## config.mk

```make
export PLATFORM = sky130hd
export DESIGN_NAME = ahb_line_master
export DESIGN_NICKNAME = d
export VERILOG_FILES = /design/src/rtl/ahb_pkg.sv /design/src/rtl/ahb_watchdog.sv /design/src/rtl/ahb_line_master.sv
export SDC_FILE = /design/constraint.sdc
export NUM_CORES = 1
export LEC_CHECK = 0
export ABC_AREA = 1
export ABC_CLOCK_PERIOD_IN_PS = 27700
export CORE_AREA = 2 2 242 244
export CTS_BUF_LIST = sky130_fd_sc_hd__clkbuf_16
export CTS_CLUSTER_SIZE = 24
export DETAILED_ROUTE_END_ITERATION = 7
export DIE_AREA = 0 0 244 246
export PLACE_DENSITY = 0.58
export REMOVE_ABC_BUFFERS = 1
export SYNTH_ARGS = -nofsm -noshare
export SYNTH_HDL_FRONTEND = slang
export SYNTH_SLANG_ARGS = --single-unit
```

## constraint.sdc

```tcl
create_clock -name HCLK -period 27.7 [get_ports HCLK]
set_clock_uncertainty 0.15 [all_clocks]
set_input_delay 5.54 -clock HCLK [delete_from_list [all_inputs] [get_ports HCLK]]
set_output_delay 5.54 -clock HCLK [all_outputs]
set_load 0.05 [all_outputs]
```

## src/rtl/ahb_pkg.sv

```systemverilog
// rtl/ahb_pkg.sv - shared AHB-lite master constants and state type
package ahb_pkg;

    localparam logic [1:0] HTRANS_IDLE   = 2'b00;
    localparam logic [1:0] HTRANS_NONSEQ = 2'b10;

    // A line is 16 bytes; request addresses are aligned to this boundary.
    localparam int LINE_OFFSET_BITS = 4;

    typedef enum logic [1:0] {
        ST_IDLE,
        ST_WB,
        ST_FILL,
        ST_RESP
    } master_state_t;

endpackage

```

## src/rtl/ahb_watchdog.sv

```systemverilog
// rtl/ahb_watchdog.sv - bus phase watchdog counter
// Ports: clk, rst (async, active-high), clear (zero the count), enable
// (count this cycle), expired (this cycle's count reaches TIMEOUT).
module ahb_watchdog #(
    parameter int TIMEOUT = 64
) (
    input  logic clk,
    input  logic rst,
    input  logic clear,
    input  logic enable,
    output logic expired
);

    localparam int CW = (TIMEOUT < 2) ? 1 : $clog2(TIMEOUT + 1);

    logic [CW-1:0] count;

    // expired is combinational: it flags the cycle whose increment would
    // bring the count to TIMEOUT, so the caller can abort on that edge.
    generate
        if (TIMEOUT == 0) begin : g_disabled
            assign expired = 1'b0;
        end else begin : g_enabled
            assign expired = enable && (count == CW'(TIMEOUT - 1));
        end
    endgenerate

    always_ff @(posedge clk or posedge rst) begin
        if (rst) begin
            count <= '0;
        end else if (clear) begin
            count <= '0;
        end else if (enable && !expired && (TIMEOUT != 0)) begin
            count <= count + 1'b1;
        end
    end

endmodule

```

## src/rtl/ahb_line_master.sv

```systemverilog
// rtl/ahb_line_master.sv - AHB-lite cache line write-back/fill master
// Ports: HCLK, HRESET (async, active-high); request side req_valid/req_ready,
// req_dirty, req_fill_addr, req_wb_addr, req_wb_data; response side
// rsp_valid (1-cycle pulse), rsp_data, rsp_error; bus side HADDR, HWRITE,
// HTRANS, HWDATA, HRDATA, HREADY.
module ahb_line_master
    import ahb_pkg::*;
#(
    parameter int ADDR_W  = 32,
    parameter int LINE_W  = 128,
    parameter int TIMEOUT = 64
) (
    input  logic              HCLK,
    input  logic              HRESET,
    input  logic              req_valid,
    output logic              req_ready,
    input  logic              req_dirty,
    input  logic [ADDR_W-1:0] req_fill_addr,
    input  logic [ADDR_W-1:0] req_wb_addr,
    input  logic [LINE_W-1:0] req_wb_data,
    output logic              rsp_valid,
    output logic [LINE_W-1:0] rsp_data,
    output logic              rsp_error,
    output logic [ADDR_W-1:0] HADDR,
    output logic              HWRITE,
    output logic [1:0]        HTRANS,
    output logic [LINE_W-1:0] HWDATA,
    input  logic [LINE_W-1:0] HRDATA,
    input  logic              HREADY
);

    localparam logic [ADDR_W-1:0] LINE_MASK =
        ~ADDR_W'((1 << LINE_OFFSET_BITS) - 1);

    master_state_t state, next_state;

    logic [ADDR_W-1:0] fill_addr_q;
    logic [ADDR_W-1:0] wb_addr_q;
    logic [LINE_W-1:0] wb_data_q;

    logic in_phase;
    logic wd_clear;
    logic wd_en;
    logic wd_expired;

    assign in_phase = (state == ST_WB) || (state == ST_FILL);
    assign wd_en    = in_phase && !HREADY;
    // Clearing throughout IDLE covers entry into either phase from IDLE;
    // the WB->FILL hand-over is the only other phase entry.
    assign wd_clear = (state == ST_IDLE) || ((state == ST_WB) && HREADY);

    ahb_watchdog #(
        .TIMEOUT (TIMEOUT)
    ) u_watchdog (
        .clk     (HCLK),
        .rst     (HRESET),
        .clear   (wd_clear),
        .enable  (wd_en),
        .expired (wd_expired)
    );

    always_ff @(posedge HCLK or posedge HRESET) begin
        if (HRESET) begin
            state <= ST_IDLE;
        end else begin
            state <= next_state;
        end
    end

    // Bus outputs are decoded from the registered state so that an
    // asynchronous reset returns them to idle values without a clock edge.
    always_comb begin
        next_state = state;
        req_ready  = 1'b0;
        rsp_valid  = 1'b0;
        HADDR      = '0;
        HWRITE     = 1'b0;
        HTRANS     = HTRANS_IDLE;
        HWDATA     = '0;
        case (state)
            ST_IDLE: begin
                req_ready = !HRESET;
                if (req_valid && !HRESET) begin
                    next_state = req_dirty ? ST_WB : ST_FILL;
                end
            end
            ST_WB: begin
                HTRANS = HTRANS_NONSEQ;
                HWRITE = 1'b1;
                HADDR  = wb_addr_q;
                HWDATA = wb_data_q;
                if (HREADY) begin
                    next_state = ST_FILL;
                end else if (wd_expired) begin
                    next_state = ST_RESP;
                end
            end
            ST_FILL: begin
                HTRANS = HTRANS_NONSEQ;
                HADDR  = fill_addr_q;
                if (HREADY || wd_expired) begin
                    next_state = ST_RESP;
                end
            end
            ST_RESP: begin
                rsp_valid  = 1'b1;
                next_state = ST_IDLE;
            end
            default: next_state = ST_IDLE;
        endcase
    end

    always_ff @(posedge HCLK or posedge HRESET) begin
        if (HRESET) begin
            fill_addr_q <= '0;
            wb_addr_q   <= '0;
            wb_data_q   <= '0;
            rsp_data    <= '0;
            rsp_error   <= 1'b0;
        end else begin
            if ((state == ST_IDLE) && req_valid) begin
                fill_addr_q <= req_fill_addr & LINE_MASK;
                wb_addr_q   <= req_wb_addr & LINE_MASK;
                wb_data_q   <= req_wb_data;
                rsp_error   <= 1'b0;
            end
            // HREADY wins over expiry in the same cycle (wd_expired already
            // requires HREADY low), so a late completion is not an error.
            if ((state == ST_FILL) && HREADY) begin
                rsp_data  <= HRDATA;
                rsp_error <= 1'b0;
            end else if (in_phase && wd_expired) begin
                rsp_data  <= '0;
                rsp_error <= 1'b1;
            end
        end
    end

endmodule

```

==> results.md, run 1 <==
- Area of the multi-input gates: 4980 sq um
- Vias in the first global route: 13400
- Final WL: 49800 microns
- Xor/xnor cell area share of the yosys netlist: 0.0620%
- Top cells by area, synth: dfrtp_1 57%, nand2_1 27%, nand3_1 4.7%
- Hold/Removal Path Class: register to register
- Clk pwr share: 17.0%
- CTS tree: yes
- Clock transition at path regs: 0.06 ns
- Cell internal pwr: 0.00141 W
- Fmax: 78.9 MHz
- Sequential fraction of the synthesis area: 57.1%
- RSZ-0062 raised after global routing: no
- Layout Utilization: roughly two fifths
- Fin. max-slew vios: 0
- Final antenna-violating net count: 0
- Via density: 4.26
- # nets final: 2677
- Crit path launch type: input port
- Total gr overflow: 0
- Wire per inst: around 16 microns
- Top-area cell type share of the netlist area: approximately 57%
- R2r endpoint: rsp_data[18]$_DFFE_PP0P_
- RD Place Congestion: around 0.85
- # rows: 88
- Num ports: 619
- Post-synth cell types: 23
- TritonRoute pass-1 iters: 5
- Remaining DRCs: 0
- Required @ worst endpoint: 22.01 ns
- Clock Latency Late Sink: 0.53 ns
- Leakage: between 10 and 15 nW
- Post-CTS Resized: 0
- MaxCap Viol Count: 0
- Post-CTS Setup Repair Bufs: 0
- Hold wc startpoint: wb_addr_q[12]$_DFFE_PP0P_
- Power per cell area: 125 nW/um^2
- Adder-Cell Fraction of Synth Area: 0.532%
- Synthesized instance count: 1797
- Post-synthesis mux area share: 0%
- Port bufs: 605
- CTS sink cnt: 322
- Average cell area after synthesis: roughly 8 sq um
- Register-to-Register Path Depth: 8
- DR iter-0 viols: 686
- Mapped Area: 14100 sq um
- Clk root buf: clkbuf_16
- Die Wd: 244 microns
- Area fraction in compound gates after synthesis: under 10%
- Total die area: 60000 sq um
- Crit path kind: input port to output port
- Final cell count without fillers: around 3100
- Area leader, netlist: dfrtp_1
- CP max FO: 2
- Filler Cell Count: 5881
- First-pass GRT wire length: about 76000 microns
- Hold_buf cts: 0
- CTS buffer count: 39
- DP Area: 20700 sq um
- End of the worst hold path: wb_addr_q[12]$_DFFE_PP0P_
- Post-layout worst setup margin: ~15 ns
- Storage cell area: 8060 sq um
- Placed cells: roughly 3100
- Period utilization: a little under half
- Flop2flop setup slack: 24.32 ns
- Final hold vios: 0
- Fin crit period: 12.68 ns
- Total number of vias: 13400
- Net switching power: 0.00133 W
- Final setup fails: 0
- Sw Share: 48.7%
- Layout cell share with drive strength beyond 1: under 10%
- Final std cell area, no fill: 21800 sq um
- Tot GR Track Use: 16.0%
- Number of antenna violations at the first check in global routing: 9
- Status: finished clean
- Clock Tree Buf Depth: 3
- Largest net degree at the start of global routing: 146
- Crit end category: output port
- Core box area: approximately 57000 sq um
- Pre-CTS setup slack: approximately 15 ns
- CP arrival: 6.99 ns
- Simple-Gate Fraction of Synth Area: 33.0%
- DIE HEIGHT: 246 microns
- Sum Neg Setup Slack: 0 ns
- H-Tree Depth: 2
- DP HPWL: 34300 microns
- Initial Util: 24.6%
- Slew HR: 25.7%
- Layout area overhead: 54.7%
- Crit. Startpoint: HRESET
- Max VDD drop: 0.0792 mV
- Worst r2r src: state[0]$_DFFE_PP0P_
- Largest family of logic cells by synthesized area: simple AND/OR/NAND/NOR gates
- Logic pwr share: 53.7%
- Flop pwr share: 29.3%
- Hold depth: 2
- Worst Tran Pin Value: around 1.1 ns
- Synthesis Warnings: 0
- Count of state elements after synthesis: 322
[kinds of logic after synthesis]
logic type	Yosys count
xor+xnor	1
flops	322
fa+ha+maj	6
compound gates	34
buf+inv	256
simple gates	1177
other cells	1
[cells in the mapped netlist]
master    count
nand3b_1      2
a21oi_1      29
dfrtp_1     322
conb_1        1
clkbuf_1     34
xor2_1        1
buf_1        11
inv_2         1
o21ai_1       1
ha_1          6
nand4_1       1
nor2_2        1
nand2_1    1022
nand2_2       1
buf_6        11
inv_1       143
nand3_1     132
a21boi_1      1
nor2_1        7
buf_2        50
buf_4         6
nand3_2      11
o21bai_1      3
[power by group through the flow]
stage               combinational [W]  sequential, W  clock, W
detailed placement            0.00149       0.000807         0
global route                  0.00158       0.000827  0.000502
floorplan                    0.000680        0.00108         0
finish                        0.00147       0.000802  0.000466
global placement              0.00147       0.000800         0
CTS                           0.00149       0.000802  0.000485
[registers in the layout (all words and copies together), names as in the netlist]
register          count
wb_data_q           128
rsp_data            128
state                 2
wb_addr_q            28
u_watchdog.count      7
rsp_error             1
fill_addr_q          28
[stage by stage]
| stage | hold WS (ns) | power [W] |
|---|---|---|
| after floorplan | 0.299 | 0.00176 |
| after global placement | 0.312 | 0.00227 |
| after detailed placement | 0.315 | 0.00229 |
| after CTS | 0.330 | 0.00278 |
| after global routing | 0.342 | 0.00291 |
| final | 0.327 | 0.00274 |
[per-layer routing]
metal | GRT usage, % | part of all wire, %
met4 | 4.05 | 2.0
met3 | 5.99 | 9.7
met1 | 19.1 | 40
met2 | 27.1 | 48
met5 | 0 | 0.15
[worst max-delay path by stage]
stage,to,depth (start not counted)
2_1_floorplan,fill_addr_q[10]$_DFFE_PP0P_,1
3_3_place_gp,req_ready,3
3_5_place_dp,req_ready,3
4_1_cts,req_ready,3
5_1_grt,req_ready,3
6_report,req_ready,3
[critical path, stage by stage]
cell             delay (ns)
clkdlybuf4s50_1        0.51
nor2_1                 0.14
clkdlybuf4s50_1        0.80
[placed cells by master, fill, tap and decap left out, drive strengths merged, types with 2 or more instances in the layout]
| master | count |
|---|---|
| a21oi | 29 |
| buf | 11 |
| clkbuf | 41 |
| clkdlybuf4s50 | 605 |
| clkinv | 17 |
| conb | 5 |
| dfrtp | 322 |
| diode | 2 |
| ha | 6 |
| inv | 153 |
| nand2 | 1023 |
| nand3 | 143 |
| nand3b | 2 |
| nor2 | 8 |
| o21bai | 3 |
[final cells by class]
cell class | instances | area share (%)
Antenna cell | 2 | 0.0229
Clock buffer | 41 | 4.70
Tap cell | 765 | 4.38
Timing Repair Buffer | 616 | 28.2
Multi-Input combinational cell | 1223 | 22.8
Sequential cell | 322 | 36.9
Clock inverter | 27 | 0.504
Inverter | 144 | 2.54
Power figures use the tool's default switching activity.
==> run 2: changes to the inputs <==
ABC_CLOCK_PERIOD_IN_PS = 12500   (was 27700)
clock period = 12.5 ns   (was 27.7 ns; I/O delays follow)
==> results.md, run 2 (same netlist as run 1, synthesis figures left out) <==
- Status: finished clean
- DR iter-0 viols: 618 (-9.9%)
- Post-CTS Resized: 0 (unchanged)
- H-Tree Depth: 2 (unchanged)
- Clk root buf: clkbuf_16
- DIE HEIGHT: 246 microns (unchanged)
- CP arrival: 3.95 ns (-3.04 ns)
- Crit path kind: input port to output port
- TritonRoute pass-1 iters: 5 (unchanged)
- Post-layout worst setup margin: 5.90 ns (-9.12 ns)
- Crit-path leading delay family: buffers and inverters
- Tot GR Track Use: 15.7% (-0.27 points)
- Port bufs: 605 (unchanged)
- CTS sink cnt: 322 (unchanged)
- Hold wc startpoint: fill_addr_q[20]$_DFFE_PP0P_
- Worst r2r src: state[0]$_DFFE_PP0P_
- RSZ-0062 raised after global routing: no
- First-pass GRT wire length: 75200 microns (-1.4%)
- Clock Tree Buf Depth: 3 (unchanged)
- Core box area: 57400 sq um (unchanged)
- Register-to-Register Path Depth: 8 (unchanged)
- CP cell instances: clkdlybuf4s50_1 > nor2_1 > clkdlybuf4s50_1
- Power per cell area: 280 nW/um^2 (+120%)
- Period utilization: 52.8%
- Worst Tran Pin Value: 1.08 ns (-0.0354 ns)
- Commonest non-fill, non-tap cell in the layout: nand2_1
- Required @ worst endpoint: 9.85 ns (-12.16 ns)
- Largest net degree at the start of global routing: 123 (-16%)
- Via density: 4.25 (-0.39%)
- Clock Latency Late Sink: 0.53 ns (about the same)
- WL met1: 19800 microns (-0.73%)
- CTS tree: yes
- Storage cell area: 8060 sq um (unchanged)
- Total number of vias: 13300 (-0.39%)
- Hold/Removal Path Class: register to register
- Filler Cell Count: 5855 (-0.44%)
- Flop2flop setup slack: 9.07 ns (-15.25 ns)
- Top cell by count, worst path: clkdlybuf4s50_1
- RD Place Congestion: 0.870 (+2.1%)
- CTS buffer count: 39 (unchanged)
- Crit path launch type: input port
- Post-CTS Setup Repair Bufs: 0 (unchanged)
- Final hold vios: 0 (unchanged)
- Met3 Wirelength: 4840 microns (+0.62%)
- Final WL: 49200 microns (-1.3%)
- Wire per inst: 15.7 microns (-1.3%)
- Num ports: 619 (unchanged)
- Max incr delay on CP: 0.80 ns (about the same)
- Worst Path Buf+Inv: 2 (unchanged)
- Commonest non-fill, non-tap cells in the layout: 1020 x nand2_1, 605 x clkdlybuf4s50_1, 322 x dfrtp_1
- Crit end category: output port
- Final antenna-violating net count: 0 (unchanged)
- Vias in the first global route: 13300 (-0.28%)
- Layout cell share with drive strength beyond 1: 3.58% (+0.34 points)
- Leakage: 11.4 nW (+0.36%)
- Slew HR: 28.1% (+2.4 points)
- Final setup fails: 0 (unchanged)
- Crit. path cell count: 3 (unchanged)
- Remaining DRCs: 0 (unchanged)
- Fin crit period: 6.60 ns
- Pre-CTS setup slack: 5.90 ns (-9.12 ns)
- Number of antenna violations at the first check in global routing: 6 (-3)
- End of the worst hold path: fill_addr_q[20]$_DFFE_PP0P_
- Clock transition at path regs: 0.05 ns (about the same)
- Hold depth: 2 (unchanged)
- MaxCap Viol Count: 0 (unchanged)
- Area of the multi-input gates: 4980 sq um (unchanged)
- Die Wd: 244 microns (unchanged)
- CP max FO: 2 (unchanged)
- Max VDD drop: 0.152 mV (+92%)
- Total gr overflow: 0 (unchanged)
- R2r endpoint: rsp_data[18]$_DFFE_PP0P_
- Top Layer Used: met5
- Hold_buf cts: 0 (unchanged)
- Slowest cell on crit path: clkdlybuf4s50_1
- # nets final: 2679 (+0.075%)
- Top Registers: rsp_data: 128 flops, wb_data_q: 128 flops
- Met2 wire len: 23400 microns (-2.4%)
- Initial Util: 24.6% (unchanged)
- Pwr Total: 0.00613 W (+120%)
- Fmax: 152 MHz
- Sum Neg Setup Slack: 0 ns (unchanged)
- Layout area overhead: 55.3%
- Total die area: 60000 sq um (unchanged)
- Fin. max-slew vios: 0 (unchanged)
- DP HPWL: 34200 microns (-0.35%)
- # rows: 88 (unchanged)
-- run 2: cell types whose count changed in the layout (fill, tap and decap cells not counted) --
cell,delta
bufinv_16,+3
diode_2,-1
buf_4,+3
buf_12,-1
clkinv_2,+3
inv_1,-2
clkinv_1,-5
-- run 2: layout make-up --
type | instances | share of cell area [%]
inverters | 144 | 2.53
clock buffers | 41 | 4.68
multi-input cells | 1223 | 22.7
diodes | 1 | 0.0114
clock inverters | 26 | 0.862
flip-flops and latches | 322 | 36.7
well taps | 765 | 4.37
repair buffers | 618 | 28.1
-- run 2: worst max path at each step --
stage                                       end   start  slack, ns
floorplan           fill_addr_q[10]$_DFFE_PP0P_  HRESET       0.92
global placement                      req_ready  HRESET       5.88
detailed placement                    req_ready  HRESET       5.90
CTS                                   req_ready  HRESET       5.89
global route                          req_ready  HRESET       5.86
finish                                req_ready  HRESET       5.90
-- run 2: power by group --
| part | internal (W) | switching (W) | leakage (nW) |
|---|---|---|---|
| Clock | 0.000650 | 0.000445 | 0.625 |
| Combinational | 0.00101 | 0.00224 | 6.71 |
| Sequential | 0.00152 | 0.000265 | 4.03 |
| Total | 0.00318 | 0.00295 | 11.4 |
-- run 2: worst min-delay path: cells and delay by family (launching register included) --
| family | cells | cell delay (ns) |
|---|---|---|
| flops | 1 | 0.33 |
| simple gates | 2 | 0.11 |
-- run 2: metrics by stage --
stage / utilization, % / area (sq um) / std cells / hold WS, ns
2_1_floorplan: - / 13500 / 1689 / 0.299
3_3_place_gp: 36.1 / 20700 / 3072 / 0.312
3_5_place_dp: 36.1 / 20700 / 3072 / 0.315
4_1_cts: 38.2 / 21900 / 3139 / 0.331
5_1_grt: 38.2 / 21900 / 3139 / 0.342
6_report: 38.2 / 21900 / 3140 / 0.327
-- run 2: layer usage --
layer / global-route usage, % / up-vias
li1: - / 6485
met1: 19.1 / 6263
met2: 26.3 / 505
met3: 5.88 / 70
met4: 3.91 / 8
met5: 0 / -
